==> config.mk <==
export PLATFORM = sky130hd
export DESIGN_NAME = imem_arb_flat
export DESIGN_NICKNAME = d
export VERILOG_FILES = /design/src/rtl/imem_arb_if.sv /design/src/rtl/imem_arb.sv /design/src/flat_wrapper.sv
export SDC_FILE = /design/constraint.sdc
export NUM_CORES = 1
export LEC_CHECK = 0
export CAP_MARGIN = 25
export CORE_ASPECT_RATIO = 0.6
export CORE_MARGIN = 3
export CORE_UTILIZATION = 33
export CTS_CLUSTER_DIAMETER = 30
export DETAILED_ROUTE_END_ITERATION = 16
export PLACE_DENSITY = 0.51
export REMOVE_ABC_BUFFERS = 1
export SYNTH_ARGS = -nofsm -noshare
export SYNTH_HDL_FRONTEND = slang
export SYNTH_SLANG_ARGS = --single-unit
==> constraint.sdc <==
create_clock -name clk -period 3.2 [get_ports clk]
set_input_delay 0.64 -clock clk [delete_from_list [all_inputs] [get_ports clk]]
set_output_delay 0.64 -clock clk [all_outputs]
set_load 0.01 [all_outputs]
==> src/rtl/imem_arb_if.sv <==
// Host/core instruction-memory access bus.
//   Host side : h_req, h_we, h_addr, h_wdata -> h_gnt, h_rvalid, h_rdata
//   Core side : c_req, c_addr               -> c_gnt, c_rvalid, c_rdata
// The master modport is the requester side; the slave modport is the arbiter.
interface imem_arb_if #(
  parameter int unsigned AW = 5,
  parameter int unsigned DW = 8
);
  logic          h_req;
  logic          h_we;
  logic [AW-1:0] h_addr;
  logic [DW-1:0] h_wdata;
  logic          h_gnt;
  logic          h_rvalid;
  logic [DW-1:0] h_rdata;

  logic          c_req;
  logic [AW-1:0] c_addr;
  logic          c_gnt;
  logic          c_rvalid;
  logic [DW-1:0] c_rdata;

  modport master (
    output h_req, h_we, h_addr, h_wdata, c_req, c_addr,
    input  h_gnt, h_rvalid, h_rdata, c_gnt, c_rvalid, c_rdata
  );

  modport slave (
    input  h_req, h_we, h_addr, h_wdata, c_req, c_addr,
    output h_gnt, h_rvalid, h_rdata, c_gnt, c_rvalid, c_rdata
  );
endinterface

==> src/rtl/imem_arb.sv <==
// Single-port instruction memory shared by a host (read/write) and a core
// (fetch only). Simultaneous requests alternate round-robin; the host wins
// the first conflict after reset.
// Ports:
//   clk       - system clock, rising edge
//   rst_n     - asynchronous active-low reset
//   bus       - imem_arb_if.slave: host/core request, combinational grant,
//               registered read-data return
//   conflicts - saturating count of cycles with both requests asserted
module imem_arb #(
  parameter int unsigned AW = 5,
  parameter int unsigned DW = 8
) (
  input  logic         clk,
  input  logic         rst_n,
  imem_arb_if.slave    bus,
  output logic [7:0]   conflicts
);

  localparam int unsigned DEPTH = 2 ** AW;
  localparam int unsigned CW    = 8;
  localparam logic [CW-1:0] CMAX = CW'(255);

  typedef enum logic {
    WIN_HOST = 1'b0,
    WIN_CORE = 1'b1
  } winner_e;

  winner_e       last_win;
  logic [DW-1:0] mem [DEPTH];

  logic          host_sel_c;
  logic          h_gnt_c;
  logic          c_gnt_c;
  logic          both_req_c;
  logic [AW-1:0] acc_addr_c;
  logic [DW-1:0] acc_rdata_c;

  logic          h_rvalid;
  logic          c_rvalid;
  logic [DW-1:0] h_rdata;
  logic [DW-1:0] c_rdata;

  // Arbitration and the single shared memory port
  always_comb begin
    both_req_c  = bus.h_req & bus.c_req;
    host_sel_c  = bus.h_req & (~bus.c_req | (last_win == WIN_CORE));
    // Grants are suppressed while reset is held
    h_gnt_c     = rst_n & host_sel_c;
    c_gnt_c     = rst_n & bus.c_req & ~host_sel_c;
    acc_addr_c  = h_gnt_c ? bus.h_addr : bus.c_addr;
    acc_rdata_c = mem[acc_addr_c];
  end

  assign bus.h_gnt    = h_gnt_c;
  assign bus.c_gnt    = c_gnt_c;
  assign bus.h_rvalid = h_rvalid;
  assign bus.c_rvalid = c_rvalid;
  assign bus.h_rdata  = h_rdata;
  assign bus.c_rdata  = c_rdata;

  // Memory array: contents survive reset
  always_ff @(posedge clk) begin
    if (h_gnt_c && bus.h_we) begin
      mem[acc_addr_c] <= bus.h_wdata;
    end
  end

  // Arbitration history, read return and conflict counter
  always_ff @(posedge clk or negedge rst_n) begin
    if (!rst_n) begin
      last_win  <= WIN_CORE;
      h_rvalid  <= 1'b0;
      c_rvalid  <= 1'b0;
      h_rdata   <= '0;
      c_rdata   <= '0;
      conflicts <= '0;
    end else begin
      if (h_gnt_c) begin
        last_win <= WIN_HOST;
      end else if (c_gnt_c) begin
        last_win <= WIN_CORE;
      end

      h_rvalid <= h_gnt_c & ~bus.h_we;
      c_rvalid <= c_gnt_c;

      // rdata only moves on a granted read, otherwise holds
      if (h_gnt_c && !bus.h_we) begin
        h_rdata <= acc_rdata_c;
      end
      if (c_gnt_c) begin
        c_rdata <= acc_rdata_c;
      end

      if (both_req_c && (conflicts != CMAX)) begin
        conflicts <= conflicts + CW'(1);
      end
    end
  end

endmodule

==> src/flat_wrapper.sv <==
// flat-port wrapper written by rule: the top's interface ports become plain ports
module imem_arb_flat 
#(
  parameter int unsigned AW = 5,
  parameter int unsigned DW = 8
)
  (clk, rst_n, conflicts, bus_h_req, bus_h_we, bus_h_addr, bus_h_wdata, bus_c_req, bus_c_addr, bus_h_gnt, bus_h_rvalid, bus_h_rdata, bus_c_gnt, bus_c_rvalid, bus_c_rdata);
  imem_arb_if #(.AW(AW), .DW(DW)) bus_i ();
  input  logic clk;
  input  logic rst_n;
  output logic [7:0] conflicts;
  input wire logic [$bits(bus_i.h_req)-1:0] bus_h_req;
  input wire logic [$bits(bus_i.h_we)-1:0] bus_h_we;
  input wire logic [$bits(bus_i.h_addr)-1:0] bus_h_addr;
  input wire logic [$bits(bus_i.h_wdata)-1:0] bus_h_wdata;
  input wire logic [$bits(bus_i.c_req)-1:0] bus_c_req;
  input wire logic [$bits(bus_i.c_addr)-1:0] bus_c_addr;
  output wire logic [$bits(bus_i.h_gnt)-1:0] bus_h_gnt;
  output wire logic [$bits(bus_i.h_rvalid)-1:0] bus_h_rvalid;
  output wire logic [$bits(bus_i.h_rdata)-1:0] bus_h_rdata;
  output wire logic [$bits(bus_i.c_gnt)-1:0] bus_c_gnt;
  output wire logic [$bits(bus_i.c_rvalid)-1:0] bus_c_rvalid;
  output wire logic [$bits(bus_i.c_rdata)-1:0] bus_c_rdata;
  assign bus_i.h_req = bus_h_req;
  assign bus_i.h_we = bus_h_we;
  assign bus_i.h_addr = bus_h_addr;
  assign bus_i.h_wdata = bus_h_wdata;
  assign bus_i.c_req = bus_c_req;
  assign bus_i.c_addr = bus_c_addr;
  assign bus_h_gnt = bus_i.h_gnt;
  assign bus_h_rvalid = bus_i.h_rvalid;
  assign bus_h_rdata = bus_i.h_rdata;
  assign bus_c_gnt = bus_i.c_gnt;
  assign bus_c_rvalid = bus_i.c_rvalid;
  assign bus_c_rdata = bus_i.c_rdata;
  imem_arb #(.AW(AW), .DW(DW)) u_core (.clk(clk), .rst_n(rst_n), .bus(bus_i), .conflicts(conflicts));
endmodule
Word level (Yosys, flattened, before mapping)
Memory sizes are Yosys's and may differ from the RTL's.
Cells that the tools add are included.
{"block": "word_totals", "regBits": 27, "latch_bits": 0, "mem_bits_rw": 256, "romBits": 0, "in_bits": 23, "n_memories": 1}
{"memory": "u_core.mem", "depth": 32, "word_bits": 8, "rd": 1, "rd_ports_with_merged_regs": 0, "write_ports": 1, "line": "imem_arb.sv:30", "rtl": "logic [DW-1:0] mem [DEPTH];"}
{"block": "op_classes", "n_addsub": 1, "multipliers": 0, "n_div": 0, "order_cmp": 0, "n_eq_ne": 1, "shifts": 0, "muxes": 5, "n_bitwise": 10, "n_reduce_logical": 5}
{"operator": "8-bit by 1-bit adder with 8-bit output, second input constant", "count": 1}
{"operator": "8-bit inequality test, second input constant", "count": 1}
{"operator": "1-bit bitwise AND", "count": 6}
{"operator": "5-bit 2-to-1 mux", "count": 1}
{"operator": "1-bit 2-to-1 mux", "count": 4}
{"operator": "1-bit logical AND", "count": 3}
{"operator": "1-bit NOT", "count": 3}
{"operator": "2-bit nonzero test", "count": 1}
{"operator": "1-bit logical NOT", "count": 1}
{"operator": "1-bit bitwise OR", "count": 1}

Depth between registers and ports, before layout
{"block": "depth", "word_depth": 7, "ltp_mapped": 10}

Worst setup path after synthesis
OpenSTA, ideal clock, no wires.
{"block": "synth_timing", "path_kind": "input port to flip-flop", "startpoint": "input bus_h_addr[1]", "endpoint": "memory u_core.mem[0][0] (enable)", "arrival_ns": 2.208, "required_ns": 2.830, "path_slack_ns": 0.622, "stages": 7, "n_path_buf": 5, "path_cell_list": "buf_2 -> buf_2 -> clkbuf_1 -> clkbuf_1 -> or3_1 -> clkbuf_1 -> nor2_1"}
{"block": "synth_between", "elab_chain_len": 1}
{"item": "start: declaration", "line": "flat_wrapper.sv:14", "rtl": "input wire logic [$bits(bus_i.h_addr)-1:0] bus_h_addr;"}
{"item": "5-bit 2-to-1 mux", "line": "imem_arb.sv:51", "rtl": "acc_addr_c = h_gnt_c ? bus.h_addr : bus.c_addr;"}
{"item": "end: declaration", "line": "imem_arb.sv:30"}
Every way passes these cells.

Worst setup path in the final report
{"block": "layout_timing", "startpoint": "register u_core.last_win", "endpoint": "output bus_h_gnt"}
{"block": "layout_between", "elab_chain_len": 3}
{"item": "start: declaration", "line": "imem_arb.sv:29", "rtl": "winner_e last_win;"}
{"item": "start signal: assignment", "line": "imem_arb.sv:72", "rtl": "last_win <= WIN_CORE;"}
{"item": "start signal: assignment", "line": "imem_arb.sv:80", "rtl": "last_win <= WIN_HOST;"}
{"item": "start signal: assignment", "line": "imem_arb.sv:82", "rtl": "last_win <= WIN_CORE;"}
{"item": "1-bit bitwise OR", "line": "imem_arb.sv:47", "rtl": "host_sel_c = bus.h_req & (~bus.c_req | (last_win == WIN_CORE));"}
{"item": "1-bit bitwise AND", "line": "imem_arb.sv:47"}
{"item": "1-bit bitwise AND", "line": "imem_arb.sv:49", "rtl": "h_gnt_c = rst_n & host_sel_c;"}
{"item": "end: declaration", "line": "flat_wrapper.sv:18", "rtl": "output wire logic [$bits(bus_i.h_gnt)-1:0] bus_h_gnt;"}
Every way passes these cells.

==> results.txt <==
Fillers - 4211
Worst-margin pin slew - 0.919 ns
RSZ-0062 raised after global routing - no
Yosys cell types - 39
Comb pwr share - 0.150
Seq pwr share - 0.367
Critical path buffer and inverter count - 3
Wirelength per Cell - 24.1 um
PostCTS Resize Cnt - 0
DIE HEIGHT - 172 um
FP Rows - 60
Final Cell Area - 19700 um2
Die width - 282 um
Kind of cell adding the most delay to the critical path - buffers and inverters
Max Cap Viol - 0
Clk pin slew, worst setup/hold paths - 0.05 ns
Final Max Tran Viols - 0
TritonCTS clock tree - built
CTS Buffer Depth - 3
Tcrit/Tclk final - 0.942
Top achievable clock speed - 332 MHz
Final ANT Viol Nets - 0
Initial antenna violation count - 1
Io pins - 51
CP Capture Type - output pin
CTS root buf - clkbuf_16
Status - finished clean
Global-route wire length before repair - 79.9 mm
Slowest cell on the critical path - clkdlybuf4s50_1
Core Util, Final - 0.438
Post-DP Area - 18000 um2
#FFs+latches synth - 283
Mean area per synthesized cell - 10.6 um2
Post-CTS Repair Setup Buffers - 0
Startpoint types - register
CP max stage delay - 0.59 ns
Share of cells above drive strength 1 - 0.201
CP Data Required Time - 2.56 ns
Sw Ratio - 0.260
Initial Util - 0.336
First-pass DRT Iterations - 5
Crit path kind - reg -> out
Worst slew margin - 0.385
Tot GR Track Use - 0.222
Layout net count - 1662
Total die area - 48500 um2
# diodes - 0
Setup Viol. Count Final - 0
Net Sw Power - 3.01 mW
Critical path cell sequence - nand2b_4 -> nand2_4 -> buf_12 -> inv_1 -> clkdlybuf4s50_1
Worst-Skew Late Latency - 0.57 ns
Clock share of power - 0.483
Fin. Hold Viols - 0
Sink Count - 283
Skew final - 0.0231 ns
Via density - 5.83
Leak Pwr - 6.71 nW
CP Max Fanout - 31
Residual DRC count - 0
HP Class - in -> async
First-iteration detailed-routing DRC count - 1512
Netlist Area Pre-Place - 15100 um2
Commonest non-fill, non-tap cells in the layout - 257 x nand2b_1, 256 x edfxtp_1, 216 x buf_4
Port bufs - 50
Hold Buf Count CTS - 0
VDD IR-drop max - 0.000442 V
Critical path arrival - 2.37 ns
Total gr overflow - 0
HPWL Detailed - 36.1 mm
CTS Buf Count - 52
Largest net degree at the start of global routing - 64
Routed WL - 54.6 mm
Pint - 8.56 mW
H-tree levels - 2
Core area - 45000 um2
Vias in the first global route - 12.3k
Vias after detailed routing - 13.2k
Power per cell area - 586 nW/um2
Area Growth Syn to Fin - 30.6%
Fin crit period - 3.01 ns
GPL Wtd Cong - 0.927
Most common cell after layout, fill and taps aside - nand2b_1
Synth Instances - 1425
Register area share after synthesis - 0.553
Yosys warns - 0
==> metal layers <==
layer  share of wire  wire [um]  up-vias  GRT usage
met5               0          0        -          0
met4           0.020       1080        0     0.0536
met3            0.10       5610       75     0.0655
met2            0.41      22300      575      0.311
met1            0.47      25700     6613      0.334
li1                -          -     5965          -
==> path summary, 6_finish.rpt <==
kind / startpoint / endpoint / slack, ns / cells after the start
min in group clk: u_core.conflicts[7] / u_core.conflicts[7] / 0.50 / 1
worst max-delay path: u_core.last_win / bus_h_gnt / 0.19 / 5
worst max register to register: u_core.last_win / u_core.bus.h_rdata[1] / 0.34 / 8
max in group asynchronous: rst_n / u_core.bus.h_rdata[4] / 2.27 / 3
worst min register to register: u_core.conflicts[7] / u_core.conflicts[7] / 0.50 / 1
worst min-delay path: rst_n / u_core.bus.c_rvalid / 0.45 / 2
==> logic make-up after synthesis <==
| group | after synthesis | synth area share |
|---|---|---|
| flops | 283 | 0.553 |
| simple gates | 501 | 0.174 |
| compound gates | 494 | 0.228 |
| buf+inv | 139 | 0.0402 |
| fa+ha+maj | 1 | 0.000827 |
| xor+xnor | 7 | 0.00405 |
==> metrics by stage <==
step	setup slack, ns	instances	power, mW	TNS [ns]	hold slack [ns]
2_1_floorplan	-4.51	1290	4.92	-1189.02	0.344
3_3_place_gp	-0.145	2173	6.03	-0.987	0.478
3_5_place_dp	-0.162	2173	6.04	-1.57	0.498
4_1_cts	0.163	2269	11.6	0	0.432
5_1_grt	0.0919	2269	12.0	0	0.469
6_report	0.185	2269	11.6	0	0.446
==> worst reg2reg max path: stages (launching register included) <==
cell and delay [ns]:
dfstp_2 0.58, nand2b_4 0.21, buf_4 0.34, nand3_1 0.34
o211ai_1 0.46, o22ai_1 0.19, nor4_1 0.35, buf_4 0.19
a31oi_1 0.08
==> flip-flops by register name (all words and copies together), names as in the netlist <==
| register | flops |
|---|---|
| u_core.bus.c_rdata | 8 |
| u_core.bus.c_rvalid | 1 |
| u_core.bus.h_rdata | 8 |
| u_core.bus.h_rvalid | 1 |
| u_core.conflicts | 8 |
| u_core.last_win | 1 |
| u_core.mem | 256 |
==> Yosys cell counts <==
cell / n / area share
nand2b_1: 257 / 0.11
edfxtp_1: 256 / 0.51
nand2_1: 143 / 0.035
a211oi_1: 131 / 0.065
a21oi_1: 129 / 0.043
a311oi_1: 128 / 0.074
clkbuf_1: 85 / 0.021
o22ai_1: 72 / 0.030
nor2_1: 64 / 0.016
buf_2: 42 / 0.014
dfrtp_1: 26 / 0.043
nor4_1: 20 / 0.0083
a31oi_1: 16 / 0.0066
o211ai_1: 9 / 0.0045
buf_4: 5 / 0.0025
a2111oi_1: 4 / 0.0026
inv_1: 4 / 0.00099
xor2_1: 4 / 0.0023
nand3_1: 3 / 0.00099
nand4_1: 3 / 0.0012
xnor2_1: 3 / 0.0017
and3_1: 2 / 0.00083
and4_4: 2 / 0.0015
buf_6: 2 / 0.0015
a21boi_1: 1 / 0.00050
and2_1: 1 / 0.00041
and4_1: 1 / 0.00058
buf_1: 1 / 0.00025
dfstp_2: 1 / 0.0017
ha_1: 1 / 0.00083
nand2b_2: 1 / 0.00058
nand3b_1: 1 / 0.00050
nor2b_1: 1 / 0.00041
nor3_1: 1 / 0.00033
o2111a_1: 1 / 0.00074
o211a_1: 1 / 0.00066
o21ai_0: 1 / 0.00033
o21ai_1: 1 / 0.00033
or3_1: 1 / 0.00041
==> power groups by stage <==
stage / Combinational [mW] / Sequential (mW) / Clock, mW
6_report: 1.74 / 4.25 / 5.58
3_3_place_gp: 1.71 / 4.32 / 0
5_1_grt: 1.85 / 4.26 / 5.87
2_1_floorplan: 0.595 / 4.33 / 0
4_1_cts: 1.72 / 4.25 / 5.66
3_5_place_dp: 1.72 / 4.32 / 0
==> final cells by class <==
| class | instances | area, um2 | area share |
|---|---|---|---|
| timing repair buffer | 294 | 2690 | 0.136 |
| tap | 589 | 737 | 0.0373 |
| multi-input combinational | 1003 | 6180 | 0.313 |
| inverter | 4 | 15.0 | 0.000761 |
| sequential | 283 | 8360 | 0.424 |
| clock buffer | 64 | 1370 | 0.0693 |
| clock inverter | 32 | 393 | 0.0199 |
Power figures use the tool's default switching activity.
